**config.mk**
```make
export PLATFORM = sky130hd
export DESIGN_NAME = gdo_unit
export DESIGN_NICKNAME = d
export VERILOG_FILES = /design/src/rtl/gdo_unit.sv
export SDC_FILE = /design/constraint.sdc
export NUM_CORES = 1
export LEC_CHECK = 0
export CAP_MARGIN = 20
export CORE_MARGIN = 4
export CORE_UTILIZATION = 40
export DETAILED_ROUTE_END_ITERATION = 6
export PLACE_DENSITY_LB_ADDON = 0.1
export SYNTH_ARGS = -nofsm -noshare
export SYNTH_HDL_FRONTEND = slang
export SYNTH_SLANG_ARGS = --single-unit
```
**constraint.sdc**
```tcl
create_clock -name clk -period 18.6 [get_ports clk]
set_input_delay 1.86 -clock clk [delete_from_list [all_inputs] [get_ports clk]]
set_output_delay 1.86 -clock clk [all_outputs]
set_load 0.005 [all_outputs]
```
**src/rtl/gdo_unit.sv**
```systemverilog
// gdo_unit: sequential signed fixed-point operator with saturation.
// One shared multiplier and one radix-2 restoring divider serve every op.
module gdo_unit #(
  parameter int INT_BITS  = 8,
  parameter int FRAC_BITS = 8
) (
  input  logic                          clk,
  input  logic                          rst_n,
  input  logic                          in_valid,
  output logic                          in_ready,
  input  logic [2:0]                    op,
  input  logic [INT_BITS+FRAC_BITS-1:0] a,
  input  logic [INT_BITS+FRAC_BITS-1:0] b,
  output logic                          out_valid,
  input  logic                          out_ready,
  output logic [INT_BITS+FRAC_BITS-1:0] result,
  output logic                          sat,
  output logic                          dz
);

  localparam int W  = INT_BITS + FRAC_BITS;
  localparam int Q  = W + FRAC_BITS;
  localparam int XW = 2 * W + 1;
  localparam int CW = $clog2(Q);

  localparam logic [W-1:0] ONE  = W'(1) << FRAC_BITS;
  localparam logic [W-1:0] MAXV = {1'b0, {(W-1){1'b1}}};
  localparam logic [W-1:0] MINV = {1'b1, {(W-1){1'b0}}};
  localparam logic signed [XW-1:0] VMAX =
    {{(W+2){1'b0}}, {(W-1){1'b1}}};
  localparam logic signed [XW-1:0] VMIN =
    {{(W+2){1'b1}}, {(W-1){1'b0}}};

  typedef enum logic [2:0] {IDLE, POLY, DIV, POST, HOLD} state_t;

  function automatic logic signed [XW-1:0] sx(
    input logic [W-1:0] v);
    return {{(W+1){v[W-1]}}, v};
  endfunction

  function automatic logic clip(input logic signed [XW-1:0] v);
    return (v > VMAX) || (v < VMIN);
  endfunction

  function automatic logic [W-1:0] satv(
    input logic signed [XW-1:0] v);
    if (v > VMAX) return MAXV;
    if (v < VMIN) return MINV;
    return v[W-1:0];
  endfunction

  // |v| with the most negative value pinned to max
  function automatic logic [W-1:0] absx(input logic [W-1:0] v);
    if (!v[W-1]) return v;
    if (v == MINV) return MAXV;
    return -v;
  endfunction

  function automatic logic [W-1:0] mag(input logic [W-1:0] v);
    return v[W-1] ? -v : v;
  endfunction

  state_t         state, nstate;
  logic [2:0]     opr, pcnt;
  logic [W-1:0]   xr, ax, term, dsum, rem, dvs;
  logic [Q-1:0]   dvd, quo;
  logic [CW-1:0]  dcnt;
  logic           aneg, bneg, bzero;

  logic accept;
  assign out_valid = (state == HOLD);
  assign in_ready  = (state == IDLE) || (state == HOLD && out_ready);
  assign accept    = in_valid && in_ready;

  logic signed [W-1:0]    ma, mb;
  logic signed [2*W-1:0]  mp;
  logic signed [XW-1:0]   mq, v1;

  always_comb begin
    ma = signed'(a);
    mb = signed'(b);
    if (state == POLY) begin
      ma = signed'(term);
      mb = signed'(ax);
    end
  end

  assign mp = ma * mb;
  assign mq = signed'({mp[2*W-1], mp}) >>> FRAC_BITS;

  always_comb begin
    unique case (op)
      3'd0:    v1 = sx(a) + sx(b);
      3'd1:    v1 = sx(a) - sx(b);
      3'd2:    v1 = mq;
      3'd6:    v1 = a[W-1] ? '0 : sx(ONE);
      3'd7:    v1 = sx(a);
      default: v1 = '0;
    endcase
  end

  logic [W-1:0] x2, p, tk, tnext, dnext;
  logic [1:0]   sh;

  always_comb begin
    x2 = satv(sx(xr) <<< 1);
    p  = satv(mq);
    unique case (pcnt)
      3'd2:    sh = 2'd1;
      3'd3:    sh = 2'd2;
      3'd4:    sh = 2'd1;
      default: sh = 2'd3;
    endcase
    tk = p >> sh;
    if (pcnt == 3'd1) begin
      tnext = ax;
      dnext = satv(sx(ONE) + sx(ONE) + sx(ax));
    end else begin
      tnext = tk;
      dnext = satv(sx(dsum) + sx(tk));
    end
  end

  logic [W:0] rs, rdiff;
  logic       ge;
  assign rs    = {rem, dvd[Q-1]};
  assign rdiff = rs - {1'b0, dvs};
  assign ge    = !rdiff[W];

  logic signed [XW-1:0] qs, vd, vt;
  logic [W-1:0]         sg, pres;
  logic                 psat, pdz, xpos;

  always_comb begin
    qs   = signed'({{(XW-Q){1'b0}}, quo});
    vd   = (aneg ^ bneg) ? -qs : qs;
    xpos = !xr[W-1] && (xr != '0);
    sg   = xpos ? ONE - quo[W-1:0] : quo[W-1:0];
    vt   = (sx(sg) <<< 1) - sx(ONE);
    pres = satv(vt);
    psat = clip(vt);
    pdz  = 1'b0;
    unique case (1'b1)
      (opr == 3'd3): begin
        pres = satv(vd);
        psat = clip(vd);
        if (bzero) begin
          pres = aneg ? MINV : MAXV;
          psat = 1'b0;
          pdz  = 1'b1;
        end
      end
      (opr == 3'd4): begin
        pres = sg;
        psat = 1'b0;
      end
      default: ;
    endcase
  end

  always_comb begin
    nstate = state;
    unique case (state)
      IDLE, HOLD: begin
        if (accept) begin
          if (op == 3'd3) nstate = DIV;
          else if (op == 3'd4 || op == 3'd5) nstate = POLY;
          else nstate = HOLD;
        end else if (state == HOLD && out_ready) begin
          nstate = IDLE;
        end
      end
      POLY: if (pcnt == 3'd5) nstate = DIV;
      DIV:  if (dcnt == CW'(Q-1)) nstate = POST;
      POST: nstate = HOLD;
      default: nstate = IDLE;
    endcase
  end

  always_ff @(posedge clk or negedge rst_n) begin
    if (!rst_n) state <= IDLE;
    else        state <= nstate;
  end

  always_ff @(posedge clk or negedge rst_n) begin
    if (!rst_n) begin
      opr <= '0; pcnt <= '0; xr <= '0; ax <= '0;
      term <= '0; dsum <= '0; rem <= '0; dvs <= '0;
      dvd <= '0; quo <= '0; dcnt <= '0;
      aneg <= 1'b0; bneg <= 1'b0; bzero <= 1'b0;
      result <= '0; sat <= 1'b0; dz <= 1'b0;
    end else if (accept) begin
      opr   <= op;
      xr    <= a;
      ax    <= absx(a);
      aneg  <= a[W-1];
      bneg  <= b[W-1];
      bzero <= (b == '0);
      pcnt  <= (op == 3'd5) ? 3'd0 : 3'd1;
      dvd   <= {mag(a), {FRAC_BITS{1'b0}}};
      dvs   <= mag(b);
      rem   <= '0;
      quo   <= '0;
      dcnt  <= '0;
      sat   <= 1'b0;
      dz    <= 1'b0;
      if (op != 3'd3 && op != 3'd4 && op != 3'd5) begin
        result <= satv(v1);
        sat    <= clip(v1);
      end
    end else begin
      unique case (state)
        POLY: begin
          if (pcnt == 3'd0) begin
            xr <= x2;
            ax <= absx(x2);
          end else begin
            term <= tnext;
            dsum <= dnext;
            dvd  <= {ONE, {FRAC_BITS{1'b0}}};
            dvs  <= dnext;
          end
          pcnt <= pcnt + 3'd1;
        end
        DIV: begin
          rem  <= ge ? rdiff[W-1:0] : rs[W-1:0];
          quo  <= {quo[Q-2:0], ge};
          dvd  <= dvd << 1;
          dcnt <= dcnt + CW'(1);
        end
        POST: begin
          result <= pres;
          sat    <= psat;
          dz     <= pdz;
        end
        default: ;
      endcase
    end
  end

endmodule

```
==> results.ini <==
[critical_path]
required_ps = 18970
worst-path-stages = 40
ff2ff_setup_slack_ps = 5130
worst_r2r_path_depth = 40
critPathLaunchType = input pin
timing.rr.end = dvs[13]
timing.rr.start = state[2]
cp_slowest_cell = fa_1
endpoint_kind = flip-flop
critPathMostFrequentCell = fa_1
arrival_ps = 14030
critPathMaxFanout = 20
path_delay_family = adder cells
cp_num_buf_inv = 7
crit_type = in -> reg
max_stage_delay_ps = 840

[cts]
holdBufCountCts = 0
clk_pin_slew_worst_paths_ps = 70
cts_buffer_depth = 2
cts_tree = built
clock_latency_ps = 460
cts_resized = 0
clock_sinks = 171
cts_htree_levels = 4
postCtsSetupBuffers = 0
cts_made_buffers = 17
cts_root_buf = clkbuf_16

[layout]
fin_cells = 3858
nets = 3517
drive_gt1_frac = 0.0443
seqCellArea_sq_um = 4280
multi_input_area_sq_um = 18300
fin_area_sq_um = 26600
syn_to_final_growth_pct = 7.80
fillers = 6164

[grt]
grt_max_degree = 74
grt_usage = 0.276
antenna_found_initial = 6
grt_pass1_wl_mm = 140
grt_overflow = 0
grt_pass1_vias = 22200

[logic_synthesis]
synth_cell_types = 98
ys.flop_type = dfrtp_1
avgSynthCellArea_sq_um = 7.98
seq_area_frac_synth = 0.173
synth_edf_count = 0
synthArstFlopShare = 1.00
synth-seq-cells = 171
syn_nets = 3551
synthCells = 3091
yosys_warnings = 0
syn_area_sq_um = 24700

[placement]
dp_hpwl_mm = 72.1
place_inst = 3819
place.gp.congestion = 0.998
port_buffers = 58
placed_area_sq_um = 26000

[sta]
setup_viol = 0
fmax_mhz = 73.2
setup_tns_ps = 0
finalClockSkew_ps = 17.7
grt_setup_unrepaired = no
max_slew_margin = 0.233
fin_crit_ps = 13660
period_share = 0.734
worst_pin_slew_ps = 1150
finalHoldViolCount = 0
drv_slew = 0

[die]
die_area_sq_um = 65700
die_height_microns = 256
core_sq_um = 60700
io_pins = 59
start_util = 0.406
num_rows = 90
die_width_microns = 256

[job]
drv_cap = 0

[route]
totalWireLength_mm = 91.4
drt_first_pass_iters = 6
drt_iter0_drc = 2136
vias = 22600
wl_per_cell_microns = 23.7
drtAntennaViolNets = 0
viasPerCell = 5.87
drcViolationCount = 0

[worst_hold_path]
hold_end = dsum[14]
min_path_cells = 1
worst_hold_path_type = reg -> reg
hold_start = dsum[14]

[status]
status = completed

[layout by cell type (no fill, tap or decap), drive strengths merged, types with 14 or more instances in the layout]
cell / instances
fa: 265
ha: 156
and2: 15
or2: 15
buf: 47
dfrtp: 171
clkbuf: 17
inv: 412
a31oi: 22
nand3: 57
nor4: 17
nand2b: 29
o22ai: 28
xor2: 49
nor2b: 18
a211oi: 32
and3: 14
or3: 19
o21ai: 169
a21oi: 175
nand4: 25
mux2i: 40
a21o: 54
clkdlybuf4s50: 57
nand2: 456
nor2: 307
a221o: 17
nor3: 52
a221oi: 27
o31ai: 25
xnor2: 87
[layer usage]
| metal | vias up | global-route usage | share of wire |
|---|---|---|---|
| met1 | 11300 | 0.409 | 0.46 |
| met2 | 876 | 0.416 | 0.44 |
| met4 | 2 | 0.0768 | 0.028 |
| met5 | - | 0 | 0.000077 |
| li1 | 10300 | - | - |
| met3 | 125 | 0.0485 | 0.076 |
[synth_stat cells (all sizes together) (19+ instances only)]
master / n / area share
dfrtp: 171 / 0.17
nor3: 52 / 0.011
o31ai: 25 / 0.0076
o21ai: 169 / 0.034
or3: 19 / 0.0048
mux2i: 40 / 0.016
a21oi: 175 / 0.036
ha: 156 / 0.079
nand3: 57 / 0.012
a31oi: 22 / 0.0056
xor2: 49 / 0.017
nor2: 307 / 0.047
inv: 406 / 0.062
fa: 265 / 0.22
buf: 32 / 0.0063
a221oi: 27 / 0.0096
xnor2: 87 / 0.031
nand2: 456 / 0.069
a21o: 54 / 0.016
nand4: 25 / 0.0066
o22ai: 28 / 0.0074
clkbuf: 125 / 0.019
nand2b: 29 / 0.0074
a211oi: 32 / 0.011
[how the worst max path moves through the flow]
stage / start / end / slack [ps]
after floorplan: a[15] / dvs[4] / 6630
after global placement: b[1] / dvs[12] / 4820
after detailed placement: a[15] / dvs[11] / 4560
after CTS: state[2] / dvs[13] / 4950
after global routing: b[1] / dvs[12] / 3900
final: b[1] / dvs[13] / 4940
[cells by family (layout without fill, tap and decap cells)]
group           count (synthesis)  after routing  synth area share
compound gates                694            694             0.186
flops                         171            171             0.173
xor+xnor                      137            137            0.0492
mux                            45             45            0.0185
other cells                     1              8          0.000152
fa+ha+maj                     422            422             0.295
simple gates                 1058           1058             0.190
buf+inv                       563            541            0.0871
[per-stage QoR]
step	util	hold WS, ps	setup WS [ps]
5_1_grt	0.438	505	3900
2_1_floorplan	-	449	6630
6_report	0.438	492	4940
3_3_place_gp	0.428	465	4820
3_5_place_dp	0.428	478	4560
4_1_cts	0.438	493	4950
[cell type report]
type | instances | area share
antenna | 7 | 0.000659
multi-input combinational | 2357 | 0.687
tap | 782 | 0.0368
inverter | 406 | 0.0573
clock buffer | 17 | 0.0160
clock inverter | 14 | 0.00598
timing repair buffer | 104 | 0.0349
sequential | 171 | 0.161
[sequential cells by signal, summed over array words and instances (netlist names), 5 cells and up]
name,flops
xr,16
dvd,16
rem,16
result,16
dcnt,5
dsum,16
ax,16
dvs,16
quo,24
term,16
Power is left out: the tool's default activity adds up to more than one toggle a clock period on the data nets, which glitch-free logic cannot reach.
